--- src/rtl/aui_pkg.sv ---
// Shared constants, FSM state type and AM symbol lookup for the AUI lane framer.
package aui_pkg;

    localparam int AM_BEATS = 4;
    localparam int AM_K_W   = $clog2(AM_BEATS);
    localparam int AM_SYM_W = 10;

    localparam logic [AM_SYM_W-1:0] AM_BASE [AM_BEATS] = '{10'h2C1, 10'h168, 10'h21F, 10'h0E6};

    typedef enum logic [0:0] {ST_AM, ST_DATA} state_e;

    // Lane index is folded into the base pattern so every lane's marker is unique.
    function automatic logic [AM_SYM_W-1:0] am_symbol(input int lane, input logic [AM_K_W-1:0] k);
        return AM_BASE[k] ^ AM_SYM_W'(lane);
    endfunction

endpackage

--- src/rtl/aui_am_inserter_if.sv ---
// Symbol-beat bus between the FEC distributor (master) and the lane framer (slave).
interface aui_am_inserter_if #(
    parameter int NUMBER_LANES   = 16,
    parameter int SYMBOL_WIDTH   = 10,
    parameter int AM_COUNT_WIDTH = 16
);
    logic [NUMBER_LANES*SYMBOL_WIDTH-1:0] i_data;
    logic                                 i_valid;
    logic                                 o_ready;
    logic [NUMBER_LANES-1:0]              i_lane_enable;
    logic [NUMBER_LANES*SYMBOL_WIDTH-1:0] o_lanes;
    logic                                 o_valid;
    logic                                 o_am;
    logic [NUMBER_LANES-1:0]              o_sync_lane;
    logic [AM_COUNT_WIDTH-1:0]            o_am_count;

    modport slave (
        input  i_data, i_valid, i_lane_enable,
        output o_ready, o_lanes, o_valid, o_am, o_sync_lane, o_am_count
    );

    modport master (
        output i_data, i_valid, i_lane_enable,
        input  o_ready, o_lanes, o_valid, o_am, o_sync_lane, o_am_count
    );
endinterface

--- src/rtl/aui_am_rom.sv ---
// Combinational alignment-marker symbol for one lane at AM beat k.
module aui_am_rom
    import aui_pkg::*;
#(
    parameter int LANE         = 0,
    parameter int SYMBOL_WIDTH = 10
) (
    input  logic [AM_K_W-1:0]       k,
    output logic [SYMBOL_WIDTH-1:0] sym
);
    assign sym = SYMBOL_WIDTH'(am_symbol(LANE, k));
endmodule

--- src/rtl/aui_am_inserter.sv ---
// Transmit lane framer: forwards FEC symbol beats onto the lanes and inserts a
// lane-specific alignment-marker group every AM_PERIOD accepted data beats.
module aui_am_inserter
    import aui_pkg::*;
#(
    parameter int NUMBER_LANES   = 16,
    parameter int SYMBOL_WIDTH   = 10,
    parameter int AM_PERIOD      = 1024,
    parameter int AM_COUNT_WIDTH = 16
) (
    input logic              clk,
    input logic              rst,
    aui_am_inserter_if.slave bus
);
    localparam int CNT_W = $clog2(AM_PERIOD + 1);

    state_e                                   st_q, st_d;
    logic [AM_K_W-1:0]                        k_q, k_d;
    logic [CNT_W-1:0]                         cnt_q, cnt_d;
    logic [NUMBER_LANES-1:0]                  mask_q, mask_d, eff_mask;
    logic [AM_COUNT_WIDTH-1:0]                am_count_q, am_count_d;
    logic [NUMBER_LANES-1:0][SYMBOL_WIDTH-1:0] lanes_q, lanes_d, data_v, am_sym;
    logic                                     valid_q, valid_d;
    logic                                     am_q, am_d;
    logic [NUMBER_LANES-1:0]                  sync_q, sync_d;

    assign data_v = bus.i_data;

    always_comb begin
        st_d       = st_q;
        k_d        = k_q;
        cnt_d      = cnt_q;
        mask_d     = mask_q;
        am_count_d = am_count_q;
        valid_d    = 1'b0;
        am_d       = 1'b0;
        sync_d     = '0;
        eff_mask   = mask_q;
        if (st_q == ST_AM) begin
            valid_d = 1'b1;
            am_d    = 1'b1;
            // New enable takes effect on the very beat that samples it.
            if (k_q == '0) begin
                eff_mask = bus.i_lane_enable;
                mask_d   = bus.i_lane_enable;
                sync_d   = bus.i_lane_enable;
            end
            if (k_q == AM_K_W'(AM_BEATS - 1)) begin
                st_d       = ST_DATA;
                k_d        = '0;
                cnt_d      = '0;
                am_count_d = am_count_q + AM_COUNT_WIDTH'(1);
            end else begin
                k_d = k_q + AM_K_W'(1);
            end
        end else if (bus.i_valid) begin
            valid_d = 1'b1;
            cnt_d   = cnt_q + CNT_W'(1);
            if (cnt_d == CNT_W'(AM_PERIOD)) begin
                st_d = ST_AM;
                k_d  = '0;
            end
        end
    end

    for (genvar l = 0; l < NUMBER_LANES; l++) begin : g_lane
        aui_am_rom #(.LANE(l), .SYMBOL_WIDTH(SYMBOL_WIDTH)) u_rom (.k(k_q), .sym(am_sym[l]));
        assign lanes_d[l] = (valid_d && eff_mask[l]) ? ((st_q == ST_AM) ? am_sym[l] : data_v[l]) : '0;
    end

    always_ff @(posedge clk) begin
        if (!rst) begin
            st_q       <= ST_AM;
            k_q        <= '0;
            cnt_q      <= '0;
            mask_q     <= '1;
            am_count_q <= '0;
            lanes_q    <= '0;
            valid_q    <= 1'b0;
            am_q       <= 1'b0;
            sync_q     <= '0;
        end else begin
            st_q       <= st_d;
            k_q        <= k_d;
            cnt_q      <= cnt_d;
            mask_q     <= mask_d;
            am_count_q <= am_count_d;
            lanes_q    <= lanes_d;
            valid_q    <= valid_d;
            am_q       <= am_d;
            sync_q     <= sync_d;
        end
    end

    assign bus.o_ready     = (st_q == ST_DATA);
    assign bus.o_lanes     = lanes_q;
    assign bus.o_valid     = valid_q;
    assign bus.o_am        = am_q;
    assign bus.o_sync_lane = sync_q;
    assign bus.o_am_count  = am_count_q;

endmodule

--- src/flat_wrapper.sv ---
// flat-port wrapper written by rule: the top's interface ports become plain ports
module aui_am_inserter_flat import aui_pkg::*;
#(
    parameter int NUMBER_LANES   = 16,
    parameter int SYMBOL_WIDTH   = 10,
    parameter int AM_PERIOD      = 1024,
    parameter int AM_COUNT_WIDTH = 16
)
  (clk, rst, bus_i_data, bus_i_valid, bus_i_lane_enable, bus_o_ready, bus_o_lanes, bus_o_valid, bus_o_am, bus_o_sync_lane, bus_o_am_count);
  aui_am_inserter_if #(.NUMBER_LANES(NUMBER_LANES), .SYMBOL_WIDTH(SYMBOL_WIDTH), .AM_COUNT_WIDTH(AM_COUNT_WIDTH)) bus_i ();
  input logic clk;
  input logic rst;
  input wire logic [$bits(bus_i.i_data)-1:0] bus_i_data;
  input wire logic [$bits(bus_i.i_valid)-1:0] bus_i_valid;
  input wire logic [$bits(bus_i.i_lane_enable)-1:0] bus_i_lane_enable;
  output wire logic [$bits(bus_i.o_ready)-1:0] bus_o_ready;
  output wire logic [$bits(bus_i.o_lanes)-1:0] bus_o_lanes;
  output wire logic [$bits(bus_i.o_valid)-1:0] bus_o_valid;
  output wire logic [$bits(bus_i.o_am)-1:0] bus_o_am;
  output wire logic [$bits(bus_i.o_sync_lane)-1:0] bus_o_sync_lane;
  output wire logic [$bits(bus_i.o_am_count)-1:0] bus_o_am_count;
  assign bus_i.i_data = bus_i_data;
  assign bus_i.i_valid = bus_i_valid;
  assign bus_i.i_lane_enable = bus_i_lane_enable;
  assign bus_o_ready = bus_i.o_ready;
  assign bus_o_lanes = bus_i.o_lanes;
  assign bus_o_valid = bus_i.o_valid;
  assign bus_o_am = bus_i.o_am;
  assign bus_o_sync_lane = bus_i.o_sync_lane;
  assign bus_o_am_count = bus_i.o_am_count;
  aui_am_inserter #(.NUMBER_LANES(NUMBER_LANES), .SYMBOL_WIDTH(SYMBOL_WIDTH), .AM_PERIOD(AM_PERIOD), .AM_COUNT_WIDTH(AM_COUNT_WIDTH)) u_core (.clk(clk), .rst(rst), .bus(bus_i));
endmodule
--- config.mk ---
export PLATFORM = sky130hd
export DESIGN_NAME = aui_am_inserter_flat
export DESIGN_NICKNAME = d
export VERILOG_FILES = /design/src/rtl/aui_pkg.sv /design/src/rtl/aui_am_inserter_if.sv /design/src/rtl/aui_am_rom.sv /design/src/rtl/aui_am_inserter.sv /design/src/flat_wrapper.sv
export SDC_FILE = /design/constraint.sdc
export NUM_CORES = 1
export LEC_CHECK = 0
export CELL_PAD_IN_SITES_DETAIL_PLACEMENT = 1
export CELL_PAD_IN_SITES_GLOBAL_PLACEMENT = 1
export CORE_MARGIN = 4
export CORE_UTILIZATION = 26
export CTS_CLUSTER_SIZE = 25
export DETAILED_ROUTE_END_ITERATION = 6
export PLACE_DENSITY_LB_ADDON = 0.1
export SYNTH_ARGS = -nofsm -noshare
export SYNTH_HDL_FRONTEND = slang
export SYNTH_SLANG_ARGS = --single-unit
--- constraint.sdc ---
create_clock -name clk -period 2.1 [get_ports clk]
set_clock_uncertainty 0.15 [all_clocks]
set_input_delay 0.315 -clock clk [delete_from_list [all_inputs] [get_ports clk]]
set_output_delay 0.315 -clock clk [all_outputs]
set_load 0.05 [all_outputs]
=== Word-level counts from Yosys, hierarchy flattened ===
Cells that the tools add are included.

* Output and inout port bits: 195
* Register bits after elaboration: 224
* Logic and storage cells: 124

* $lt $le $gt $ge: 1
* Muxes and demuxes: 35
* Bitwise logic cells: 19
* Equality and inequality tests: 4
* $add $sub $neg: 3
* Reductions and logical operators: 38

{| class="wikitable"
|+ Operators by type and width
! operator !! count
|-
| two-way mux 10 bit || 18
|-
| AND reduction 2 bit || 19
|-
| two-way mux 11 bit || 3
|-
| two-way mux 16 bit || 2
|-
| binary-select mux 10 bit (select 2 bit) || 1
|-
| adder 16 x 1 -> 16 bit, second input constant || 1
|-
| logical AND 1 bit || 16
|-
| inverter 2 bit || 6
|-
| inverter 3 bit || 4
|-
| adder 11 x 1 -> 11 bit, second input constant || 1
|-
| equality test 11 bit, second input constant || 1
|-
| two-way mux 2 bit || 4
|-
| two-way mux 1 bit || 7
|-
| inverter 1 bit || 7
|-
| inequality test 2 bit, second input constant || 2
|-
| inverter 4 bit || 1
|-
| greater-or-equal comparator 3 bit, second input constant || 1
|-
| inverter 2 -> 3 bit || 1
|-
| OR reduction 3 bit || 1
|-
| adder 2 x 1 -> 2 bit, second input constant || 1
|-
| equality test 2 bit, second input constant || 1
|-
| zero test 2 bit || 1
|-
| nonzero test 2 bit || 1
|}

=== Logic depth before layout (Yosys ltp) ===
Gate-level depths: netlist (run 1).

* Depth in word-level cells: 6
* Gate-level depth with buffers: 9

=== Hierarchy ===
Synthesis (run 1) repeated with hierarchy kept, for this count alone.

* Cells, all modules: 1025
* Area, all modules: 9912.0 sq um

{| class="wikitable"
|+ Modules (own cells, without submodules)
! module !! area an instance (sq um) !! cells each !! times used !! sequential area each (sq um)
|-
| aui_am_inserter || 8350.5 || 821 || 1 || 4484.3
|-
| aui_am_rom (u_core.g_lane[0].u_rom ...) || 101.3 || 13 || 4 || 0.0
|-
| aui_am_rom (u_core.g_lane[11].u_rom ...) || 97.6 || 13 || 4 || 0.0
|-
| aui_am_rom (u_core.g_lane[2].u_rom ...) || 93.8 || 12 || 3 || 0.0
|-
| aui_am_rom (u_core.g_lane[3].u_rom ...) || 90.1 || 12 || 3 || 0.0
|-
| aui_am_rom (u_core.g_lane[8].u_rom) || 108.9 || 14 || 1 || 0.0
|-
| aui_am_rom (u_core.g_lane[9].u_rom) || 105.1 || 14 || 1 || 0.0
|}

=== Worst setup path before layout (run 1) ===
Ideal clock, no wire load.

* Path kind: reg2reg
* Start point: register u_core.am_count_q[0], in the netlist u_core.bus.o_am_count[0]
* End point: register u_core.am_count_q[14], in the netlist u_core.bus.o_am_count[14]
* Required time: 1879 ps
* Cell stages (with the launch flop): 7
* Arrival time: 2101 ps
* Path slack: -221 ps
* Clock period less this slack: 2321 ps
* Cells stage by stage: dfxtp_1 -> ha_1 -> nand4b_1 -> or2_1 -> clkbuf_1 -> or4_1 -> a21oi_1

* Cells in the longest elaborated chain, start to end: 1

{| class="wikitable"
|+ Ends and longest elaborated chain
! element !! RTL line !! source
|-
| from (decl) || aui_am_inserter.sv:21 || <nowiki>logic [AM_COUNT_WIDTH-1:0] am_count_q, am_count_d;</nowiki>
|-
| from (signal assigned) || aui_am_inserter.sv:87 || <nowiki>am_count_q <= am_count_d;</nowiki>
|-
| adder 16 x 1 -> 16 bit || aui_am_inserter.sv:52 || <nowiki>am_count_d = am_count_q + AM_COUNT_WIDTH'(1);</nowiki>
|}

No other way between the ends.
A chain may end at the register's enable or synchronous reset.

=== Final worst setup path (run 1) ===
* Start point: register u_core.k_q[1]
* End point: register u_core.lanes_q, in the netlist u_core.bus.o_lanes[77]

* Cells in the longest elaborated chain, start to end: 5

{| class="wikitable"
|+ Ends and longest elaborated chain
! element !! RTL line !! source
|-
| from (decl) || aui_am_inserter.sv:18 || <nowiki>logic [AM_K_W-1:0] k_q, k_d;</nowiki>
|-
| from (signal assigned) || aui_am_inserter.sv:84 || <nowiki>k_q <= k_d;</nowiki>
|-
| inverter 2 -> 3 bit (implied by the code) or zero test 2 bit (tied branches) || aui_pkg.sv:14, aui_am_inserter.sv:43 ||
|-
| binary-select mux 10 bit (select 2 bit) or two-way mux 16 bit (tied branches) || aui_pkg.sv:14, aui_am_inserter.sv:43 ||
|-
| two-way mux 10 bit (implied by the code) or two-way mux 16 bit (tied branches) || -- ||
|-
| two-way mux 10 bit (implied by the code) or logical AND 1 bit (tied branches) || aui_pkg.sv:14, aui_am_inserter.sv:68 ||
|-
| two-way mux 10 bit or AND reduction 2 bit (tied branches) || -- ||
|-
| to (signal assigned) || aui_am_inserter.sv:88 || <nowiki>lanes_q <= lanes_d;</nowiki>
|-
| to (decl) || aui_am_inserter.sv:22 || <nowiki>logic [NUMBER_LANES-1:0][SYMBOL_WIDTH-1:0] lanes_q, lanes_d, data_v, am_sym;</nowiki>
|}

Parallel ways exist; a longest one is shown, timed or not. The select of a mux whose other input is x is not followed.

==> summary.txt, run 1 <==
Outcome
  • Status: complete, no violations

GRT
  • Total GRT Usage: 20.4%
  • Vias in the first global route: 7731
  • First-pass GRT wire length: around 51000 um
  • Initial antenna violation count: 2
  • Global route overflow: 0
  • Largest net degree at the start of global routing: 41

Clock network
  • CTS tree: yes
  • Clock buffer depth: 3
  • Clock slew at reported path FFs: 60 ps
  • CTS Sinks: about 220
  • H-tree levels: 1
  • CTS Buf Count: 26
  • CTS root buf: clkbuf_16
  • Worst skew pair latency: roughly 520 ps
  • CTS Hold Bufs: 0

Hold path
  • Hold crit path type: input pin to register

Synth
  • Syn Area/Cell: just over 9 um^2
  • Simple-Gate Fraction of Synth Area: 20.0%
  • Post-Synth Adder-Cell Area: 1.14%
  • Sequential cell area fraction in the yosys report: around 60%
  • Synth area leaders: dfxtp_1, a21oi_1, nand2_1
  • Synth warnings: 0
  • Synth Flop Type: dfxtp_1
  • FFs w/ async S/R, synth: 0%
  • Synth area leader: dfxtp_1
  • Largest family of logic cells by synthesized area: simple AND/OR/NAND/NOR gates
  • Synth Instances: about 840
  • Area share of the largest cell type after synthesis: 58.5%
  • Compound-cell area share of the yosys netlist: 12.4%
  • Post-synth EDFFs: 0
  • Syn nets: 1027
  • Synth cell types: 49
  • Mapped cell area: 7670 um^2
  • Synth Area in XOR/XNOR: 1.26%
  • Post-synthesis mux area share: 2.37%
  • Flops & latches, synth: roughly 220

Detailed routing
  • First DRT Iteration DRCs: 335
  • Routed length per placed instance: roughly 21 um
  • Vias per cell: ~4.5
  • Post-DRT Antenna Nets: 0
  • Vias: 7418
  • DRC viols: 0
  • DR pass1 iterations: 4
  • WL final: 34400 um

Die
  • Die X: ~180 um
  • Starting Density: approximately a quarter
  • Die ar.: 32300 um^2
  • Rows: between 60 and 70
  • Io pins: around 370
  • Die Span Y: 180 um
  • Area of the core: between 20000 and 30000 um^2

Flow run
  • Max-cap violations: 0

Timing
  • Minimum clock period: 1990 ps
  • Final hold vios: 0
  • Worst slew pin tran: 719 ps
  • Setup WS post-layout: 110 ps
  • Final setup fails: 0
  • Worst slew margin: about 52%
  • Fin crit share: between 90% and 100%
  • RSZ-0062 raised after global routing: true
  • Fmax: 502 MHz
  • Slew Limit Fails: 0

Setup path
  • Crit-path max FO: 13
  • CP startpoint kind: register
  • CP Data Required Time: 2330 ps
  • Critical Path AT: approximately 2200 ps
  • Setup CP Type: register to register
  • Worst setup EP type: register

Placement
  • # port buffers: around 370
  • Post-detail-place hpwl: 25400 um
  • Worst slack, placed: -99.5 ps
  • Placer Congestion: 0.783
  • Dpl cells: 1582

Cells and area
  • Final nets: 1414
  • Non-Filler Instances: 1632
  • Core Util, Final: 44.4%
  • Layout cells sized above 1: a little under an eighth
  • Area grow syn2layout: 67.2%
  • Filler Cell Count: around 3300
  • Commonest non-fill, non-tap cells in the layout: dfxtp_1, clkdlybuf4s50_1, dlygate4sd2_1
  • Most common cell after layout, fill and taps aside: dfxtp_1

Power and ir drop
  • P per Cell Area: 1560 nW/um^2
  • Part of the power in combinational logic: 48.0%
  • Clock share of power: 23.0%
  • Switch Pwr: roughly 9 mW
  • P_leak: approximately 5.6 nW
  • Int Pwr: 10.9 mW
  • IR drop worst, VDD: 0.742 mV
  • Sequential cell fraction of total power: between 20% and 30%
  • Sw frac: 45.4%
## cells in the mapped netlist, types with 2 or more instances
cell type / count
a21oi_1: 144
a311oi_1: 4
a31oi_1: 2
and2_1: 2
and3_1: 19
and4b_1: 2
buf_2: 13
buf_4: 2
buf_6: 3
clkbuf_1: 43
clkbuf_8: 2
dfxtp_1: 224
ha_1: 7
inv_1: 5
inv_2: 2
mux2i_1: 17
nand2_1: 157
nand2b_1: 2
nand3_1: 10
nand4_1: 7
nor2_1: 58
nor2b_1: 3
nor3_1: 37
o211ai_1: 4
o21ai_0: 14
o31ai_1: 6
or2_0: 3
or2_1: 14
or2_2: 2
or4_1: 5
xnor2_1: 4
xor2_1: 7
## what timing repair did
action / CTS / global route
cloned: 0 / 1
pin swaps: 0 / 1
gates resized for setup: 179 / 27
buffers inserted: 0 / 1
setup endpoints to repair: 195 / 117
## flip-flops by register name, indices dropped and copies added, names as in the netlist
| name | count |
|---|---|
| u_core.mask_q | 16 |
| u_core.bus.o_am | 1 |
| u_core.bus.o_lanes | 160 |
| u_core.bus.o_ready | 1 |
| u_core.k_q | 2 |
| u_core.bus.o_am_count | 16 |
| u_core.bus.o_valid | 1 |
| u_core.cnt_q | 11 |
| u_core.bus.o_sync_lane | 16 |
## power groups by stage
stage                     clock [mW]  sequential, mW  combinational (mW)
after floorplan                    0            9.77                2.07
after global placement             0            5.90                10.1
after detailed placement           0            5.93                10.2
after CTS                       4.75            5.80                9.53
after global routing            4.92            5.92                10.1
final                           4.61            5.79                9.62
## final timing paths
check | from | slack, ps | endpoint | cells past startpoint
min | bus_i_data[155] | 200 | u_core.bus.o_lanes[155]$_SDFF_PN0_ | 3
max reg2reg | u_core.k_q[1]$_SDFFE_PN0P_ | 110 | u_core.bus.o_lanes[77]$_SDFF_PN0_ | 8
max | u_core.k_q[1]$_SDFFE_PN0P_ | 110 | u_core.bus.o_lanes[77]$_SDFF_PN0_ | 8
min reg2reg | u_core.mask_q[13]$_SDFF_PN1_ | 320 | u_core.mask_q[13]$_SDFF_PN1_ | 2
## cell type report
class                      instances  area, um^2  share of cell area (%)
antenna                            1        2.50                  0.0195
multi-input combinational        546        2950                    23.0
clock buffer                      41         787                    6.14
sequential                       224        4500                    35.1
tap                              384         480                    3.75
clock inverter                     6        92.6                   0.722
timing repair buffer             423        3990                    31.1
inverter                           7        26.3                   0.205
## routing by layer
metal  vias up  GRT usage, %  routed length, um
met4         2          4.69                739
li1       3605             -                  -
met2       257          35.7              17100
met5         -             0                  7
met1      3510          25.4              14300
met3        44          5.13               2330
## worst max-delay path, cell delays in order, from the launching register on
cell and delay [ps]:
dfxtp_2 330, inv_1 80, ha_1 200, nor2b_4 210
buf_12 190, mux2i_2 300, or2_1 190, buf_12 150
a21oi_1 40
## cells by family (layout without fill, tap and decap cells)
family / after synthesis / in the layout
and+or+nand+nor: 332 / 332
AOI/OAI and AO/OA: 178 / 178
muxes: 18 / 18
other: 0 / 1
buffers and inverters: 71 / 477
DFF: 224 / 224
adders and majority gates: 7 / 7
xor gates and xnor gates: 11 / 11
## through the flow
step | hold WS, ps | instance area, um^2 | TNS, ps | power (mW)
3_5_place_dp | 300 | 12000 | -344 | 16.1
3_3_place_gp | 294 | 12000 | 0 | 16.0
6_report | 197 | 12800 | 0 | 20.0
5_1_grt | 186 | 12800 | -53.8 | 21.0
4_1_cts | 170 | 12700 | 0 | 20.1
2_1_floorplan | 279 | 7670 | 0 | 11.8
No activity file was read; power rests on OpenSTA's default activity.
==> run 2: changes to the inputs <==
--- a/config.mk
+++ b/config.mk
@@ -11,7 +11,7 @@
 export CORE_UTILIZATION = 26
 export CTS_CLUSTER_SIZE = 25
 export DETAILED_ROUTE_END_ITERATION = 6
-export PLACE_DENSITY_LB_ADDON = 0.1
+export PLACE_DENSITY = 0.84
 export SYNTH_ARGS = -nofsm -noshare
 export SYNTH_HDL_FRONTEND = slang
 export SYNTH_SLANG_ARGS = --single-unit
==> constraint.sdc (replaced) <==
create_clock -name clk -period 2.1 [get_ports clk]
set_clock_uncertainty 0.15 [all_clocks]
set_input_delay 0.315 -clock clk [delete_from_list [all_inputs] [get_ports clk]]
set_output_delay 0.315 -clock clk [all_outputs]
set_load 0.005 [all_outputs]
==> summary.txt, run 2 (synthesis gave the netlist of run 1 again) <==
Cells and area
  • Layout cells sized above 1: 11.8% (was 11.6%)
  • Commonest non-fill, non-tap cells in the layout: clkdlybuf4s50_1, dfxtp_1, nand2_1 (was dfxtp_1, clkdlybuf4s50_1, dlygate4sd2_1)
  • Max FFs per register: 160 (unchanged)
  • Most common cell after layout, fill and taps aside: clkdlybuf4s50_1 (was dfxtp_1)
  • Final nets: 1437 (was 1414)
  • Post-route design area: 13100 um^2 (was 12800 um^2)
  • Area grow syn2layout: 71.3% (was 67.2%)

Setup path
  • Reg2reg setup slack: 70 ps (was 110 ps)
  • Worst r2r src: u_core.k_q[0]$_SDFFE_PN0P_ (was u_core.k_q[1]$_SDFFE_PN0P_)
  • Worst setup EP type: register (unchanged)
  • Crit-path max FO: 10 (was 13)
  • Critical Path AT: 2320 ps (was 2220 ps)
  • Critical path cell sequence: inv_2, ha_2, nor2b_4, buf_4, buf_12, buf_4, mux2i_1, buf_4, or2_4, nor3_1 (was inv_1, ha_1, nor2b_4, buf_12, mux2i_2, or2_1, buf_12, a21oi_1)
  • FF-to-FF End: u_core.bus.o_lanes[120]$_SDFF_PN0_ (was u_core.bus.o_lanes[77]$_SDFF_PN0_)
  • CP Data Required Time: 2400 ps (was 2330 ps)
  • Largest incremental delay on the critical path: 350 ps (was 330 ps)
  • Setup CP Type: register to register (unchanged)
  • Worst reg2reg path depth: 10 (was 8)
  • Worst Setup EP: u_core.bus.o_lanes[120]$_SDFF_PN0_ (was u_core.bus.o_lanes[77]$_SDFF_PN0_)
  • Cell repeated most along the worst path: buf_4 (was buf_12)
  • CP startpoint kind: register (unchanged)
  • Critical-path top delay cell: dfxtp_2 (unchanged)
  • Worst setup startpoint: u_core.k_q[0]$_SDFFE_PN0P_ (was u_core.k_q[1]$_SDFFE_PN0P_)

Timing
  • Minimum clock period: 2030 ps (was 1990 ps)
  • RSZ-0062 raised after global routing: true (unchanged)
  • Slew Limit Fails: 0 (unchanged)
  • Worst slew margin: 51.5% (was 52.1%)
  • Fin crit share: 96.4% (was 94.8%)
  • Final setup fails: 0 (unchanged)
  • Worst slew pin tran: 727 ps (was 719 ps)
  • Fmax: 494 MHz (was 502 MHz)
  • Final hold vios: 0 (unchanged)

Detailed routing
  • First DRT Iteration DRCs: 259 (was 335)
  • Routed length per placed instance: 21.1 um (about the same)
  • Vias per cell: 4.68 (was 4.55)
  • DR pass1 iterations: 4 (unchanged)
  • Post-DRT Antenna Nets: 0 (unchanged)
  • Vias: 7725 (was 7418)
  • WL final: 34800 um (was 34400 um)
  • DRC viols: 0 (unchanged)

Power and ir drop
  • P per Cell Area: 1300 nW/um^2 (was 1560 nW/um^2)
  • Int Pwr: 11.6 mW (was 10.9 mW)
  • Part of the power in combinational logic: 40.4% (was 48.0%)
  • Sw frac: 31.9% (was 45.4%)
  • P_leak: 4.97 nW (was 5.64 nW)
  • Pwr Total: 17.0 mW (was 20.0 mW)
  • IR drop worst, VDD: 0.754 mV (was 0.742 mV)
  • Switch Pwr: 5.43 mW (was 9.09 mW)
  • Clock share of power: 25.2% (was 23.0%)
  • Sequential cell fraction of total power: 34.4% (was 28.9%)

GRT
  • Global route overflow: 0 (unchanged)
  • Global-route met1 utilization: 23.8% (was 25.4%)
  • Vias in the first global route: 8123 (was 7731)
  • Met2 usage: 37.6% (was 35.7%)
  • Met3 usage: 4.59% (was 5.13%)
  • Busiest grt layer: met2 (unchanged)
  • Largest net degree at the start of global routing: 90 (was 41)
  • Total GRT Usage: 20.5% (was 20.4%)
  • First-pass GRT wire length: 51800 um (was 51400 um)
  • Initial antenna violation count: 2 (unchanged)

Clock network
  • Worst skew pair latency: 520 ps (about the same)
  • CTS root buf: clkbuf_16 (unchanged)
  • CTS Hold Bufs: 0 (unchanged)
  • CTS Sinks: 224 (unchanged)
  • Clock buffer depth: 3 (unchanged)
  • H-tree levels: 1 (unchanged)
  • CTS tree: yes (unchanged)
  • Clock slew at reported path FFs: 60 ps (about the same)
  • CTS Buf Count: 25 (was 26)

Die
  • Io pins: 374 (unchanged)
  • Rows: 62 (unchanged)
  • Die ar.: 32300 um^2 (unchanged)
  • Starting Density: 26.6% (unchanged)
  • Die X: 180 um (unchanged)
  • Area of the core: 28900 um^2 (unchanged)
  • Die Span Y: 180 um (unchanged)

Outcome
  • Status: complete, no violations (unchanged)

Hold path
  • Hold crit path type: input pin to register (unchanged)

Placement
  • Placer Congestion: 0.856 (was 0.783)
  • Placed standard-cell area: 12200 um^2 (was 12000 um^2)
  • # port buffers: 373 (unchanged)
  • Post-detail-place hpwl: 26000 um (was 25400 um)

Flow run
  • Max-cap violations: 0 (unchanged)
## run 2: changes by cell type in the layout (fill, tap and decap cells not counted), sizes merged
cell / change
dlymetal6s2s: -2
bufinv: +1
buf: +6
clkbuf: -6
dlygate4sd2: -175
clkdlybuf4s50: +194
## run 2: worst max-delay path, delay by kind of cell (launching register included)
kind	cells	cell delay, ps
adder cells (fa/ha/maj)	1	170
buffers and inverters	5	590
AND/OR/NAND/NOR	3	600
flip-flops	1	350
multiplexers	1	100
## run 2: stage by stage
step / hold WS [ps] / worst slack (ps) / util [%] / setup TNS (ps) / std cells
final: 196 / 74.7 / 45.5 / 0 / 1650
after global routing: 195 / -13.9 / 45.5 / -49.9 / 1650
after CTS: 171 / 4.42 / 44.9 / 0 / 1641
after detailed placement: 305 / -98.3 / 42.1 / -1230 / 1600
after global placement: 296 / -70.1 / 42.1 / -573 / 1600
after floorplan: 279 / 95.6 / - / 0 / 841
## run 2: how the worst min path moves through the flow
stage	from	to	slack, ps	depth (start not counted)
after floorplan	u_core.mask_q[10]$_SDFF_PN1_	u_core.mask_q[10]$_SDFF_PN1_	280	2
after global placement	u_core.mask_q[1]$_SDFF_PN1_	u_core.mask_q[1]$_SDFF_PN1_	300	2
after detailed placement	u_core.mask_q[3]$_SDFF_PN1_	u_core.mask_q[3]$_SDFF_PN1_	310	2
after CTS	bus_i_data[146]	u_core.bus.o_lanes[146]$_SDFF_PN0_	170	3
after global routing	bus_i_data[146]	u_core.bus.o_lanes[146]$_SDFF_PN0_	200	3
final	bus_i_data[158]	u_core.bus.o_lanes[158]$_SDFF_PN0_	200	3
## run 2: final cells by class
class	instances	area (um^2)
fillers	3276	15700
multi-input cells	546	2940
clock inverters	7	114
diodes	1	2.50
well taps	384	480
inverters	7	26.3
flip-flops and latches	224	4490
repair buffers	447	4420
clock buffers	34	659
## run 2: per-layer routing
layer  vias to the layer above  routed length (um)
met5                         -                  13
met4                         2                1050
met3                        59                1950
met2                       286               17900
met1                      3734               13900
li1                       3644                   -
## run 2: what timing repair did
action / 4_1_cts / 5_1_grt
setup buffers: 0 / 6
setup endpoints to repair: 25 / 109
hold endpoints to repair: 0 / 0
pin swaps: 0 / 2
resized for setup: 9 / 30
cloned: 0 / 2
## run 2: power groups by stage
stage	Combinational [mW]	Sequential (mW)	Clock [mW]
after floorplan	2.07	6.02	0
after global placement	6.48	5.89	0
after detailed placement	6.57	5.94	0
after CTS	6.65	5.86	4.40
after global routing	7.38	5.96	4.56
final	6.89	5.85	4.29
